<file path="config.mk">
export PLATFORM = sky130hd
export DESIGN_NAME = led_pwm_periph
export DESIGN_NICKNAME = d
export VERILOG_FILES = /design/src/rtl/led_pwm_periph.sv
export SDC_FILE = /design/constraint.sdc
export NUM_CORES = 1
export LEC_CHECK = 0
export ABC_AREA = 1
export BUFFER_PORTS_ARGS = -buffer_cell sky130_fd_sc_hd__buf_2
export CAP_MARGIN = 20
export CORE_MARGIN = 3
export CORE_UTILIZATION = 40
export DETAILED_ROUTE_END_ITERATION = 10
export GPL_TIMING_DRIVEN = 0
export SYNTH_ARGS = -nofsm -noshare
export SYNTH_HDL_FRONTEND = slang
export SYNTH_SLANG_ARGS = --single-unit
</file>
<file path="constraint.sdc">
create_clock -name clk -period 1.76 [get_ports clk]
set_input_delay 0.264 -clock clk [delete_from_list [all_inputs] [get_ports clk]]
set_output_delay 0.264 -clock clk [all_outputs]
set_load 0.05 [all_outputs]
</file>
<file path="src/rtl/led_pwm_periph.sv">
// Memory-mapped LED PWM peripheral on the picorv32 native bus.
// Per-LED 8-bit duty, shared tick prescaler, enable/invert, heartbeat on DEBUG_LED.
module led_pwm_periph #(
   parameter int unsigned NUM_LEDS   = 8,
   parameter logic [31:0] BASE_ADDR  = 32'h0300_0000,
   parameter int unsigned PRESCALE_W = 16
) (
   input  logic                clk,
   input  logic                reset,
   input  logic                mem_valid,
   input  logic [31:0]         mem_addr,
   input  logic [31:0]         mem_wdata,
   input  logic [3:0]          mem_wstrb,
   output logic                mem_ready,
   output logic [31:0]         mem_rdata,
   output logic [NUM_LEDS-1:0] LED,
   output logic                DEBUG_LED
);

   localparam int unsigned OFF_W    = 4;
   localparam int unsigned PWM_W    = 8;
   localparam int unsigned OFF_DUTY = 4;
   localparam logic [OFF_W-1:0] OFF_CTRL = OFF_W'(0);
   localparam logic [OFF_W-1:0] OFF_PRE  = OFF_W'(1);
   localparam logic [OFF_W-1:0] OFF_STAT = OFF_W'(2);

   logic                           ready_q, ready_d;
   logic                           acked_q, acked_d;
   logic [31:0]                    rdata_q, rdata_d;
   logic                           en_q, en_d;
   logic                           inv_q, inv_d;
   logic [PRESCALE_W-1:0]          prescale_q, prescale_d;
   logic [PRESCALE_W-1:0]          pre_cnt_q, pre_cnt_d;
   logic [PWM_W-1:0]               pwm_q, pwm_d;
   logic                           dbg_q, dbg_d;
   logic [NUM_LEDS-1:0][PWM_W-1:0] duty_q, duty_d;
   logic [NUM_LEDS-1:0]            led_q, led_d;

   logic             sel_c, commit_c, wr_c, tick_c;
   logic [OFF_W-1:0] off_c;
   logic [31:0]      wmask_c, rd_word_c;
   logic             unused_c;

   assign sel_c    = mem_valid & (mem_addr[31:6] == BASE_ADDR[31:6]);
   assign off_c    = mem_addr[5:2];
   // A request still held after its ack is not acknowledged again until valid drops.
   assign commit_c = sel_c & ~ready_q & ~acked_q;
   assign wr_c     = commit_c & (|mem_wstrb);
   assign tick_c   = en_q & (pre_cnt_q == prescale_q);
   assign wmask_c  = {{8{mem_wstrb[3]}}, {8{mem_wstrb[2]}}, {8{mem_wstrb[1]}}, {8{mem_wstrb[0]}}};
   assign unused_c = ^{mem_addr[1:0], mem_wdata, wmask_c};

   // Register read mux
   always_comb begin
      rd_word_c = '0;
      case (off_c)
         OFF_CTRL: rd_word_c[1:0] = {inv_q, en_q};
         OFF_PRE:  rd_word_c[PRESCALE_W-1:0] = prescale_q;
         OFF_STAT: rd_word_c[PWM_W:0] = {dbg_q, pwm_q};
         default: begin
            for (int i = 0; i < NUM_LEDS; i++) begin
               if (off_c == OFF_W'(OFF_DUTY + i)) rd_word_c[PWM_W-1:0] = duty_q[i];
            end
         end
      endcase
   end

   // Next-state: bus handshake, counters, register writes, LED stage
   always_comb begin
      ready_d    = commit_c;
      acked_d    = sel_c & (acked_q | ready_q);
      rdata_d    = commit_c ? rd_word_c : 32'h0;
      en_d       = en_q;
      inv_d      = inv_q;
      prescale_d = prescale_q;
      pre_cnt_d  = pre_cnt_q;
      pwm_d      = pwm_q;
      dbg_d      = dbg_q;
      duty_d     = duty_q;
      led_d      = '0;

      if (!en_q) begin
         pre_cnt_d = '0;
         pwm_d     = '0;
      end else begin
         pre_cnt_d = tick_c ? '0 : pre_cnt_q + PRESCALE_W'(1);
         if (tick_c) begin
            pwm_d = pwm_q + PWM_W'(1);
            if (pwm_q == {PWM_W{1'b1}}) dbg_d = ~dbg_q;
         end
      end

      // Writes land alongside the counter step, so counting uses the old settings.
      if (wr_c) begin
         case (off_c)
            OFF_CTRL: if (mem_wstrb[0]) {inv_d, en_d} = mem_wdata[1:0];
            OFF_PRE: begin
               prescale_d = (prescale_q & ~wmask_c[PRESCALE_W-1:0]) |
                            (mem_wdata[PRESCALE_W-1:0] & wmask_c[PRESCALE_W-1:0]);
               pre_cnt_d  = '0;
            end
            default: begin
               for (int i = 0; i < NUM_LEDS; i++) begin
                  if (off_c == OFF_W'(OFF_DUTY + i) && mem_wstrb[0])
                     duty_d[i] = mem_wdata[PWM_W-1:0];
               end
            end
         endcase
      end

      for (int i = 0; i < NUM_LEDS; i++) begin
         led_d[i] = (en_q & (pwm_q < duty_q[i])) ^ inv_q;
      end
   end

   always_ff @(posedge clk) begin
      if (reset) begin
         ready_q    <= 1'b0;
         acked_q    <= 1'b0;
         rdata_q    <= '0;
         en_q       <= 1'b0;
         inv_q      <= 1'b0;
         prescale_q <= '0;
         pre_cnt_q  <= '0;
         pwm_q      <= '0;
         dbg_q      <= 1'b0;
         duty_q     <= '0;
         led_q      <= '0;
      end else begin
         ready_q    <= ready_d;
         acked_q    <= acked_d;
         rdata_q    <= rdata_d;
         en_q       <= en_d;
         inv_q      <= inv_d;
         prescale_q <= prescale_d;
         pre_cnt_q  <= pre_cnt_d;
         pwm_q      <= pwm_d;
         dbg_q      <= dbg_d;
         duty_q     <= duty_d;
         led_q      <= led_d;
      end
   end

   assign mem_ready = ready_q;
   assign mem_rdata = rdata_q;
   assign LED       = led_q;
   assign DEBUG_LED = dbg_q;

endmodule

</file>
==> flow_summary.json, run 1 <==
{
  "drt.antenna.violating_nets": 0,
  "timing.final.crit_share_pct": 95.31,
  "syn_to_final_growth_pct": 18.86,
  "synthesis.instances": 1257,
  "setup.worst_path.class": "reg2reg",
  "ctsHoldBuffers": 0,
  "critical_path_peak_fanout": 9,
  "initial_core_util_pct": 40.94,
  "swShare_pct": 23.18,
  "clock_network_power_share_pct": 53.6,
  "cts-root-buf": "sky130_fd_sc_hd__clkbuf_16",
  "cts.sink_count": 133,
  "internal_power_mw": 5.596,
  "clk_pin_slew_worst_paths_ps": 60,
  "syn_area_mm2": 0.008338,
  "place.detailed.hpwl_mm": 19.36,
  "timing.hold.worst.class": "in2reg",
  "grt_first_pass_wirelength_mm": 41.26,
  "reg2reg_slack_ps": 80,
  "cts-buffers-inserted": 17,
  "synth-seq-area-share_pct": 31.93,
  "required_ps": 2120,
  "layout_setup_ws_ps": 82.56,
  "power_share_of_the_combinational_group_pct": 5.2,
  "io_buffers": 70,
  "max-vdd-ir-drop_mv": 0.5630,
  "synth.lib_cells_used.distinct": 34,
  "floorplan.die_area_mm2": 0.02261,
  "gp_congestion": 0.9438,
  "drt_first_iter_violations": 603,
  "net-switching-power_mw": 1.688,
  "final.min_clock_period_ps": 1677,
  "layout.cell_area.non_filler_mm2": 0.009911,
  "grt_util_all_layers_pct": 23.87,
  "worstSetupStartpointType": "register",
  "io_pins": 113,
  "maximum_frequency_from_static_timing_analysis_mhz": 596.1,
  "crit_arrival_ps": 2040,
  "firstDrtPassIters": 5,
  "first_global_vias": 7570,
  "slew_headroom_pct": 40.15,
  "static-leakage-power_nw": 4.385,
  "post-place-ws_ps": -390.7,
  "tritoncts": "yes",
  "floorplan.die.width_um": 150.4,
  "max_cap_viol_count": 0,
  "fin_worst_skew_ps": 8.671,
  "die_h_um": 150.4,
  "final_layout_size_suffix_gt1_share_pct": 14.75,
  "finish.net_count": 1499,
  "antenna-diode-count": 0,
  "average_wire_per_cell_in_the_routed_design_um": 15.99,
  "fp-row-count": 52,
  "cp-end-kind": "register",
  "timing_hold_violations_final": 0,
  "synth.avg_cell_area_um2": 6.633,
  "antenna_found_initial": 0,
  "maximum_number_of_pins_on_one_net_before_global_route_repair": 17,
  "detailroute.via_count": 8214,
  "report.final.setup_viol": 0,
  "grt.overflow.total": 0,
  "htree_num_levels": 4,
  "clock_network_latency_to_the_later_pin_of_the_worst_skew_pair_ps": 430,
  "ys_warns": 0,
  "drc_errors": 0,
  "pwr_density_cell_mw_per_mm2": 735.0,
  "rsz0062_at_grt": "yes",
  "core_area_mm2": 0.02036,
  "clock_tree.buffer_depth": 2,
  "seq_power_share_pct": 41.2,
  "via_per_inst": 4.969,
  "drv_slew": 0,
  "detailed_place.area_mm2": 0.009082,
  "run_status": "finished, final reports clean",
  "ys_seq_elements": 133,
  "worst-slew-pin-transition_ps": 897.8,
  "routed_wl_mm": 26.43
}
worst max-delay path, stage by stage (launching register included):
cell	delay, ps
sky130_fd_sc_hd__dfxtp_4	390
sky130_fd_sc_hd__buf_4	160
sky130_fd_sc_hd__ha_1	300
sky130_fd_sc_hd__a21oi_1	140
sky130_fd_sc_hd__nor2_1	50
sky130_fd_sc_hd__a211oi_1	170
sky130_fd_sc_hd__nand3_1	130
sky130_fd_sc_hd__nand2_1	80
sky130_fd_sc_hd__nand2_1	50
sky130_fd_sc_hd__nor2_1	130
layout make-up:
| cell class | instances | area [um^2] |
|---|---|---|
| flip-flops and latches | 133 | 2700 |
| plain buffers | 64 | 389.1 |
| inverters | 138 | 521.8 |
| fillers | 2139 | 10450 |
| repair buffers | 79 | 417.9 |
| well taps | 270 | 337.8 |
| clock buffers | 18 | 429.2 |
| clock inverters | 14 | 209.0 |
| multi-input cells | 937 | 4906 |
cells in the final DEF, fill, tap and decap left out, types with 7 or more instances in the layout:
| cell | count |
|---|---|
| sky130_fd_sc_hd__dfxtp_1 | 115 |
| sky130_fd_sc_hd__buf_6 | 9 |
| sky130_fd_sc_hd__buf_2 | 79 |
| sky130_fd_sc_hd__nand4_1 | 21 |
| sky130_fd_sc_hd__inv_1 | 130 |
| sky130_fd_sc_hd__nand3_1 | 58 |
| sky130_fd_sc_hd__nor2_4 | 7 |
| sky130_fd_sc_hd__nor3_1 | 84 |
| sky130_fd_sc_hd__buf_4 | 27 |
| sky130_fd_sc_hd__buf_1 | 11 |
| sky130_fd_sc_hd__o21bai_1 | 65 |
| sky130_fd_sc_hd__dfxtp_2 | 12 |
| sky130_fd_sc_hd__ha_1 | 57 |
| sky130_fd_sc_hd__conb_1 | 16 |
| sky130_fd_sc_hd__clkbuf_1 | 16 |
| sky130_fd_sc_hd__clkbuf_16 | 17 |
| sky130_fd_sc_hd__nand2_1 | 288 |
| sky130_fd_sc_hd__nor2_1 | 230 |
| sky130_fd_sc_hd__o21ai_0 | 20 |
| sky130_fd_sc_hd__xor2_1 | 15 |
| sky130_fd_sc_hd__a21oi_1 | 30 |
power groups by stage:
stage | clock, mW | sequential, mW | combinational [mW]
6_report | 3.90 | 3.00 | 0.380
5_1_grt | 4.08 | 3.00 | 0.406
4_1_cts | 3.94 | 3.00 | 0.374
2_1_floorplan | 0 | 3.08 | 0.229
3_3_place_gp | 0 | 3.08 | 0.373
3_5_place_dp | 0 | 3.08 | 0.373
through the flow:
step | TNS, ps | hold WS, ps | util (%) | cells | power [mW]
CTS | 0 | 44.42 | 47.87 | 1644 | 7.322
global placement | -17320 | 464.3 | 44.60 | 1612 | 3.450
detailed placement | -18270 | 467.1 | 44.60 | 1612 | 3.450
finish | 0 | 54.58 | 48.67 | 1653 | 7.284
floorplan | 0 | 333.1 | - | 1272 | 3.306
global route | -116.0 | 58.32 | 48.67 | 1653 | 7.485
kinds of logic (layout without fill, tap and decap cells):
logic type	Yosys count	count (layout)	synth area share, %
xor gates and xnor gates	18	18	1.891
buffers and inverters	202	313	10.85
other	1	16	0.04497
AOI/OAI and AO/OA	131	131	10.22
adders and majority gates	58	58	8.704
DFF	133	133	31.93
and+or+nand+nor	714	714	36.36
worst paths after layout:
kind / to / cells after the start / startpoint
min: register / 3 / mem_wdata[8]
max reg2reg: LED[7] / 9 / pwm_q[5]
max: LED[7] / 9 / pwm_q[5]
min reg2reg: pre_cnt_q[0] / 1 / pre_cnt_q[0]
routing by layer:
layer	track usage, %	share of wire [%]	routed length, um	up-vias
met5	0	0	0	-
met4	6.221	1.6	426	0
met3	4.696	5.7	1507	35
met2	39.72	48	12570	222
met1	31.71	45	11920	3718
li1	-	-	-	4239
synthesized netlist by cell type, drive strengths merged:
cell / number / area share, %
a211oi: 8 / 0.72
nor3b: 1 / 0.090
nor4: 4 / 0.30
clkbuf: 16 / 0.72
a21oi: 30 / 1.8
o21ai: 20 / 1.2
o21bai: 65 / 5.9
and2: 2 / 0.15
buf: 48 / 3.9
clkinv: 2 / 0.090
nor2: 242 / 11
conb: 1 / 0.045
xor2: 15 / 1.6
o31ai: 1 / 0.090
dfxtp: 133 / 32
nand2: 294 / 13
xnor2: 3 / 0.32
nand4: 24 / 2.2
o221ai: 1 / 0.11
nand3: 62 / 3.8
o22ai: 6 / 0.45
nor3: 85 / 5.1
ha: 58 / 8.7
inv: 136 / 6.1
timing repair:
action                     CTS  global route
hold endpoints to repair     0             0
setup buffers                0             9
pin swaps                    0             8
setup endpoints to repair   30            37
resized for setup           14            36
No activity file was read; power rests on OpenSTA's default activity.
==> inputs of run 2 (changes only) <==
==> constraint.sdc (replaced) <==
create_clock -name clk -period 1.76 [get_ports clk]
set_input_delay 0.176 -clock clk [delete_from_list [all_inputs] [get_ports clk]]
set_output_delay 0.176 -clock clk [all_outputs]
set_load 0.05 [all_outputs]
==> run 2 against run 1 <==
Effect of this change:
- combinational power is 4% higher
- final cell count is 0.54% higher
- setup slack worse by 21 ps
- sequential cell count stayed put
- wire length grew 0.17%
- first-iteration DRC count down 10%
- cell area grew 0.86%
- largest cell class unchanged
- total power grew 0.23%
- critical endpoint is now mem_rdata[8]
- fmax down 1.2%
==> flow_summary.json, run 2 (same netlist as run 1, synthesis figures left out) <==
{
  "layout.filler_cells": 2123,
  "first_global_vias": 7600,
  "grt_util_all_layers_pct": 23.90,
  "cts.sink_count": 133,
  "clock_network_latency_to_the_later_pin_of_the_worst_skew_pair_ps": 430,
  "initial_core_util_pct": 40.94,
  "layout_setup_ws_ps": 61.41,
  "rr_endpoint": "LED[7]",
  "syn_to_final_growth_pct": 19.88,
  "place.detailed.hpwl_mm": 19.36,
  "timing.final.crit_share_pct": 96.51,
  "drt_first_iter_violations": 543,
  "drv_slew": 0,
  "final_layout_size_suffix_gt1_share_pct": 14.51,
  "crit_arrival_ps": 2050,
  "routed_wl_mm": 26.47,
  "most-common-layout-cells": "288 x sky130_fd_sc_hd__nand2_1, 230 x sky130_fd_sc_hd__nor2_1, 130 x sky130_fd_sc_hd__inv_1",
  "routed_length_on_met3_mm": 1.397,
  "io_pins": 113,
  "timing.hold.worst.class": "in2reg",
  "worst-slew-pin-transition_ps": 912.4,
  "reg2reg_depth": 9,
  "pwr_density_cell_mw_per_mm2": 730.4,
  "report.final.setup_viol": 0,
  "worstSetupStartpointType": "primary input",
  "grt.overflow.total": 0,
  "max-vdd-ir-drop_mv": 0.5608,
  "seq_power_share_pct": 41.1,
  "crit-reg2reg-launch": "pwm_q[5]",
  "die_h_um": 150.4,
  "gp_congestion": 0.9438,
  "setup.worst_path.class": "in2reg",
  "floorplan.die.width_um": 150.4,
  "average_wire_per_cell_in_the_routed_design_um": 15.93,
  "swShare_pct": 23.17,
  "post_route_setup_tns_ps": 0,
  "antenna_found_initial": 0,
  "cts-buffers-inserted": 17,
  "maximum_number_of_pins_on_one_net_before_global_route_repair": 17,
  "fp-row-count": 52,
  "static-leakage-power_nw": 4.423,
  "rsz0062_at_grt": "yes",
  "required_ps": 2110,
  "internal_power_mw": 5.609,
  "slew_headroom_pct": 39.17,
  "fin_worst_skew_ps": 8.478,
  "net-switching-power_mw": 1.692,
  "finish.net_count": 1508,
  "clock_network_power_share_pct": 53.5,
  "clock_tree.buffer_depth": 2,
  "detailroute.wirelength.met2_mm": 12.56,
  "cts-root-buf": "sky130_fd_sc_hd__clkbuf_16",
  "antenna-diode-count": 0,
  "timing_hold_violations_final": 0,
  "firstDrtPassIters": 5,
  "max_cap_viol_count": 0,
  "min_from": "mem_wstrb[2]",
  "postLayoutCoreUtil_pct": 49.08,
  "route.top_layer_used": "met4",
  "drc_errors": 0,
  "maximum_frequency_from_static_timing_analysis_mhz": 588.7,
  "hold_depth": 6,
  "post-place-ws_ps": -390.7,
  "floorplan.die_area_mm2": 0.02261,
  "drt.antenna.violating_nets": 0,
  "run_status": "finished, final reports clean",
  "most_common_cell_after_layout_fill_and_taps_aside": "sky130_fd_sc_hd__nand2_1",
  "final.min_clock_period_ps": 1699,
  "worstHoldEndpoint": "pre_cnt_q[10]",
  "clk_pin_slew_worst_paths_ps": 60,
  "core_area_mm2": 0.02036,
  "tritoncts": "yes",
  "reg2reg_slack_ps": 80,
  "detailroute.via_count": 8234,
  "cp-end-kind": "register",
  "io_buffers": 70,
  "power_share_of_the_combinational_group_pct": 5.4,
  "drt-met1-wl_mm": 12.07,
  "htree_num_levels": 4,
  "grt_first_pass_wirelength_mm": 41.33,
  "critical_path_peak_fanout": 10,
  "via_per_inst": 4.954
}
[run 2: cell count changes in the layout (fill, tap and decap cells not counted), sizes merged]
cell | previous run | this run
clkinv | 9 | 10
clkinvlp | 2 | 1
dlygate4sd3 | 0 | 9
[run 2: power by group through the flow]
stage / registers [mW] / logic, mW / clock network (mW)
floorplan: 3.08 / 0.229 / 0
global placement: 3.08 / 0.373 / 0
detailed placement: 3.08 / 0.373 / 0
CTS: 3.00 / 0.389 / 3.94
global route: 3.00 / 0.422 / 4.08
finish: 3.00 / 0.395 / 3.91
[run 2: worst max-delay path by stage]
stage                  start            to  cells past startpoint
5_1_grt             pwm_q[5]        LED[7]                      9
3_5_place_dp        pwm_q[3]        LED[2]                      8
6_report               reset  mem_rdata[8]                      7
2_1_floorplan      mem_ready    duty_q[32]                      6
3_3_place_gp        pwm_q[3]        LED[2]                      8
4_1_cts        pre_cnt_q[13]      pwm_q[5]                     10
[run 2: critical path, cell delays in order]
cell and delay (ps):
sky130_fd_sc_hd__dlygate4sd3_1 540, sky130_fd_sc_hd__buf_2 160, sky130_fd_sc_hd__inv_2 260, sky130_fd_sc_hd__nand2_1 160, sky130_fd_sc_hd__nor2_4 250, sky130_fd_sc_hd__nand2_1 270
sky130_fd_sc_hd__o21ai_0 220
[run 2: cell type report]
type | count | area, um^2 | share of cell area [%]
sequential | 133 | 2700 | 27.01
buffer | 64 | 387.9 | 3.880
inverter | 138 | 518.0 | 5.182
multi-input combinational | 937 | 4906 | 49.08
clock buffer | 18 | 429.2 | 4.293
timing repair buffer | 88 | 508.0 | 5.082
clock inverter | 14 | 209.0 | 2.090
tap | 270 | 337.8 | 3.380
[run 2: per-layer routing]
layer	global-route usage (%)	up-vias
met5	0	-
met4	6.221	0
met3	4.636	36
met2	39.83	212
met1	31.74	3727
li1	-	4259
[run 2: through the flow]
| step | hold WS (ps) | area (um^2) | std cells | total power [mW] |
|---|---|---|---|---|
| CTS | 206.4 | 9839 | 1653 | 7.338 |
| finish | 218.9 | 9996 | 1662 | 7.301 |
| floorplan | 245.1 | 8394 | 1272 | 3.306 |
| global placement | 405.2 | 9082 | 1612 | 3.450 |
| detailed placement | 405.7 | 9082 | 1612 | 3.450 |
| global route | 230.7 | 9996 | 1662 | 7.501 |
[run 2: what timing repair did]
| item | 4_1_cts | 5_1_grt |
|---|---|---|
| hold endpoints to repair | 9 | 0 |
| gates resized for setup | 14 | 33 |
| pin swaps | 0 | 8 |
| endpoints found under the setup margin | 30 | 37 |
| hold buffers | 9 | 0 |
| buffers inserted | 0 | 9 |
==> inputs of run 3 (changes only) <==
--- a/config.mk
+++ b/config.mk
@@ -5,7 +5,6 @@
 export SDC_FILE = /design/constraint.sdc
 export NUM_CORES = 1
 export LEC_CHECK = 0
-export ABC_AREA = 1
 export BUFFER_PORTS_ARGS = -buffer_cell sky130_fd_sc_hd__buf_2
 export CAP_MARGIN = 20
 export CORE_MARGIN = 3
==> constraint.sdc (replaced) <==
create_clock -name clk -period 1.5 [get_ports clk]
set_input_delay 0.15 -clock clk [delete_from_list [all_inputs] [get_ports clk]]
set_output_delay 0.15 -clock clk [all_outputs]
set_load 0.05 [all_outputs]
==> run 3 against run 2 <==
Effect of this change:
- wire length down 2.4%
- sequential cell count unchanged
- sequential share of layout area down 2.3 points
- register-to-register slack worse by 480 ps
- clock skew up 2.3 ps
- combinational power up 46%
- highest routed layer unchanged
- hold slack worse by 160 ps
- area after synthesis down 6.2%
- sequential power up 17%
- synthesized cell count down 33%
- the flow now finishes with violations (setup timing)
- cell area up 9.8%
==> flow_summary.json, run 3 <==
{
  "synth_top_cell_area_share_pct": 34.03,
  "yosys.cell_count.top_type": "sky130_fd_sc_hd__dfxtp_1",
  "report.final.setup_viol": 115,
  "initial_core_util_pct": 41.28,
  "antenna_found_initial": 0,
  "syn_area_mm2": 0.007825,
  "ys_warns": 0,
  "ys_top_cells_by_count": "133 x sky130_fd_sc_hd__dfxtp_1, 80 x sky130_fd_sc_hd__mux2i_1, 75 x sky130_fd_sc_hd__nand2b_1, 73 x sky130_fd_sc_hd__nor2_1, 69 x sky130_fd_sc_hd__inv_1",
  "antenna-diode-count": 0,
  "run_status": "finished, violations left",
  "drt_first_iter_violations": 503,
  "synth.lib_cells_used.distinct": 59,
  "fin_worst_skew_ps": 10.78,
  "synth-seq-area-share_pct": 34.03,
  "synth.top_cells.by_area": "sky130_fd_sc_hd__dfxtp_1 34%, sky130_fd_sc_hd__mux2i_1 10%, sky130_fd_sc_hd__ha_1 9.3%",
  "synth.avg_cell_area_um2": 9.315,
  "drt.antenna.violating_nets": 0,
  "critPathMaxStageDelay_ps": 370,
  "net-switching-power_mw": 2.024,
  "crit_arrival_ps": 2220,
  "synth_async_sr_flop_share_pct": 0,
  "setup.worst_path.class": "reg2reg",
  "failing_checks": "setup timing",
  "htree_num_levels": 4,
  "required_ps": 1820,
  "via_per_inst": 5.354,
  "fp-row-count": 50,
  "grt.overflow.total": 0,
  "synth-main-ff-cell": "sky130_fd_sc_hd__dfxtp_1",
  "layout.filler_cells": 1633,
  "synthesis.instances": 840,
  "floorplan.die.width_um": 145.9,
  "io_buffers": 77,
  "die_h_um": 145.9,
  "worst-slew-pin-transition_ps": 678.4,
  "grt_util_all_layers_pct": 23.47,
  "clock_tree.buffer_depth": 2,
  "io_pins": 113,
  "syn_to_final_growth_pct": 40.23,
  "layout_setup_ws_ps": -403.2,
  "ys_seq_elements": 133,
  "cts-buffers-inserted": 17,
  "final-instance-count-excl-fill": 1295,
  "detailroute.via_count": 6934,
  "firstDrtPassIters": 5,
  "place.detailed.hpwl_mm": 17.64,
  "cts.sink_count": 133,
  "postLayoutCoreUtil_pct": 57.89,
  "cp-end-kind": "register",
  "maximum_frequency_from_static_timing_analysis_mhz": 525.4,
  "most-common-layout-cells": "110 x sky130_fd_sc_hd__dfxtp_1, 79 x sky130_fd_sc_hd__mux2i_1, 79 x sky130_fd_sc_hd__buf_2",
  "rsz0062_at_grt": "yes",
  "maximum_number_of_pins_on_one_net_before_global_route_repair": 17,
  "finish.net_count": 1151,
  "critical_path_peak_fanout": 3,
  "static-leakage-power_nw": 4.230,
  "swShare_pct": 24.42,
  "drc_errors": 0,
  "place.detailed.instances": 1192,
  "worstPathCellList": "xor2_1 > nor4_1 > nand3_1 > buf_6 > nor4_4 > mux2_4",
  "post-place-ws_ps": -833.4,
  "timing.critical_path.slowest_stage_cell": "sky130_fd_sc_hd__dfxtp_1",
  "routed_wl_mm": 25.84,
  "slew_headroom_pct": 54.68,
  "power_share_of_the_combinational_group_pct": 7.0,
  "tritoncts": "yes",
  "clock_network_latency_to_the_later_pin_of_the_worst_skew_pair_ps": 430,
  "multi_input_area_mm2": 0.005530,
  "gp_congestion": 0.8843,
  "internal_power_mw": 6.267,
  "yosysTopAreaCell": "sky130_fd_sc_hd__dfxtp_1",
  "timing.hold.worst.class": "in2reg",
  "pwr_density_cell_mw_per_mm2": 755.6,
  "cts-root-buf": "sky130_fd_sc_hd__clkbuf_16",
  "timing_hold_violations_final": 0,
  "final.min_clock_period_ps": 1903,
  "grt_first_pass_wirelength_mm": 38.70,
  "average_wire_per_cell_in_the_routed_design_um": 19.96,
  "seq_power_share_pct": 42.4,
  "drv_slew": 0,
  "synth-edff-count": 0,
  "core_area_mm2": 0.01896,
  "clk_pin_slew_worst_paths_ps": 60,
  "fin_hold_ws_ps": 58.38,
  "final_layout_size_suffix_gt1_share_pct": 34.01,
  "register_area_mm2": 0.002711,
  "first_global_vias": 6689,
  "worstSetupStartpointType": "register",
  "clock_network_power_share_pct": 50.6,
  "timing.final.crit_share_pct": 126.9,
  "most_common_cell_after_layout_fill_and_taps_aside": "sky130_fd_sc_hd__dfxtp_1",
  "max-vdd-ir-drop_mv": 0.8020,
  "max_cap_viol_count": 0,
  "floorplan.die_area_mm2": 0.02128
}
==> run 3: timing repair <==
| action | CTS | global route |
|---|---|---|
| pin swaps | 50 | 58 |
| endpoints found under the hold margin | 9 | 0 |
| cloned | 4 | 1 |
| hold buffers | 9 | 0 |
| buffers inserted | 34 | 26 |
| gates resized for setup | 122 | 59 |
| endpoints found under the setup margin | 130 | 130 |
==> run 3: stage by stage <==
stage          setup TNS [ps]  cell area, um^2  power (mW)
6_report               -21890            10970       8.291
5_1_grt                -31010            10970       8.534
3_5_place_dp           -77310             8872       4.117
4_1_cts                -24310            10490       8.322
3_3_place_gp           -75950             8872       4.116
2_1_floorplan          -15880             8162       3.920
==> run 3: final cells by class <==
type,count,share of cell area [%]
buffer,50,3.216
clock buffer,22,4.607
clock inverter,10,0.8324
inverter,69,2.360
multi-input combinational,601,50.40
sequential,133,24.71
tap,260,2.965
timing repair buffer,150,10.91
==> run 3: power by group through the flow <==
stage / Sequential (mW) / Combinational [mW] / Clock (mW)
floorplan: 3.61 / 0.314 / 0
global placement: 3.61 / 0.509 / 0
detailed placement: 3.61 / 0.511 / 0
CTS: 3.52 / 0.552 / 4.25
global route: 3.52 / 0.602 / 4.42
finish: 3.52 / 0.577 / 4.20
==> run 3: per-layer routing <==
metal	share of wire [%]	vias up	track usage, %
met1	45	3357	31.53
li1	-	3281	-
met4	2.8	0	8.452
met2	47	237	37.24
met5	0	-	0
met3	5.7	59	5.107
==> run 3: final timing paths <==
path / from / end / slack (ps) / cells after the start
min: mem_wdata[0] / duty_q[32] / 60 / 3
min reg2reg: duty_q[13] / duty_q[13] / 490 / 2
max: register / DEBUG_LED / -400 / 6
max reg2reg: register / DEBUG_LED / -400 / 6
==> run 3: logic make-up (layout without fill, tap and decap cells) <==
| family | count (synthesis) | in the layout | synth area share, % |
|---|---|---|---|
| AND/OR/NAND/NOR | 282 | 283 | 21.83 |
| flip-flops | 133 | 133 | 34.03 |
| buffers and inverters | 122 | 301 | 6.892 |
| AO/OA/AOI/OAI | 120 | 120 | 10.89 |
| multiplexers | 94 | 94 | 13.69 |
| adder cells (fa/ha/maj) | 58 | 58 | 9.274 |
| XOR/XNOR | 30 | 30 | 3.358 |
| other | 1 | 16 | 0.04792 |
==> run 3: worst max-delay path, delay by kind of cell (launching register included) <==
family,cells,cell delay (ps)
buffers and inverters,1,170
multiplexers,1,320
AND/OR/NAND/NOR,3,740
flip-flops,1,370
XOR/XNOR,1,190
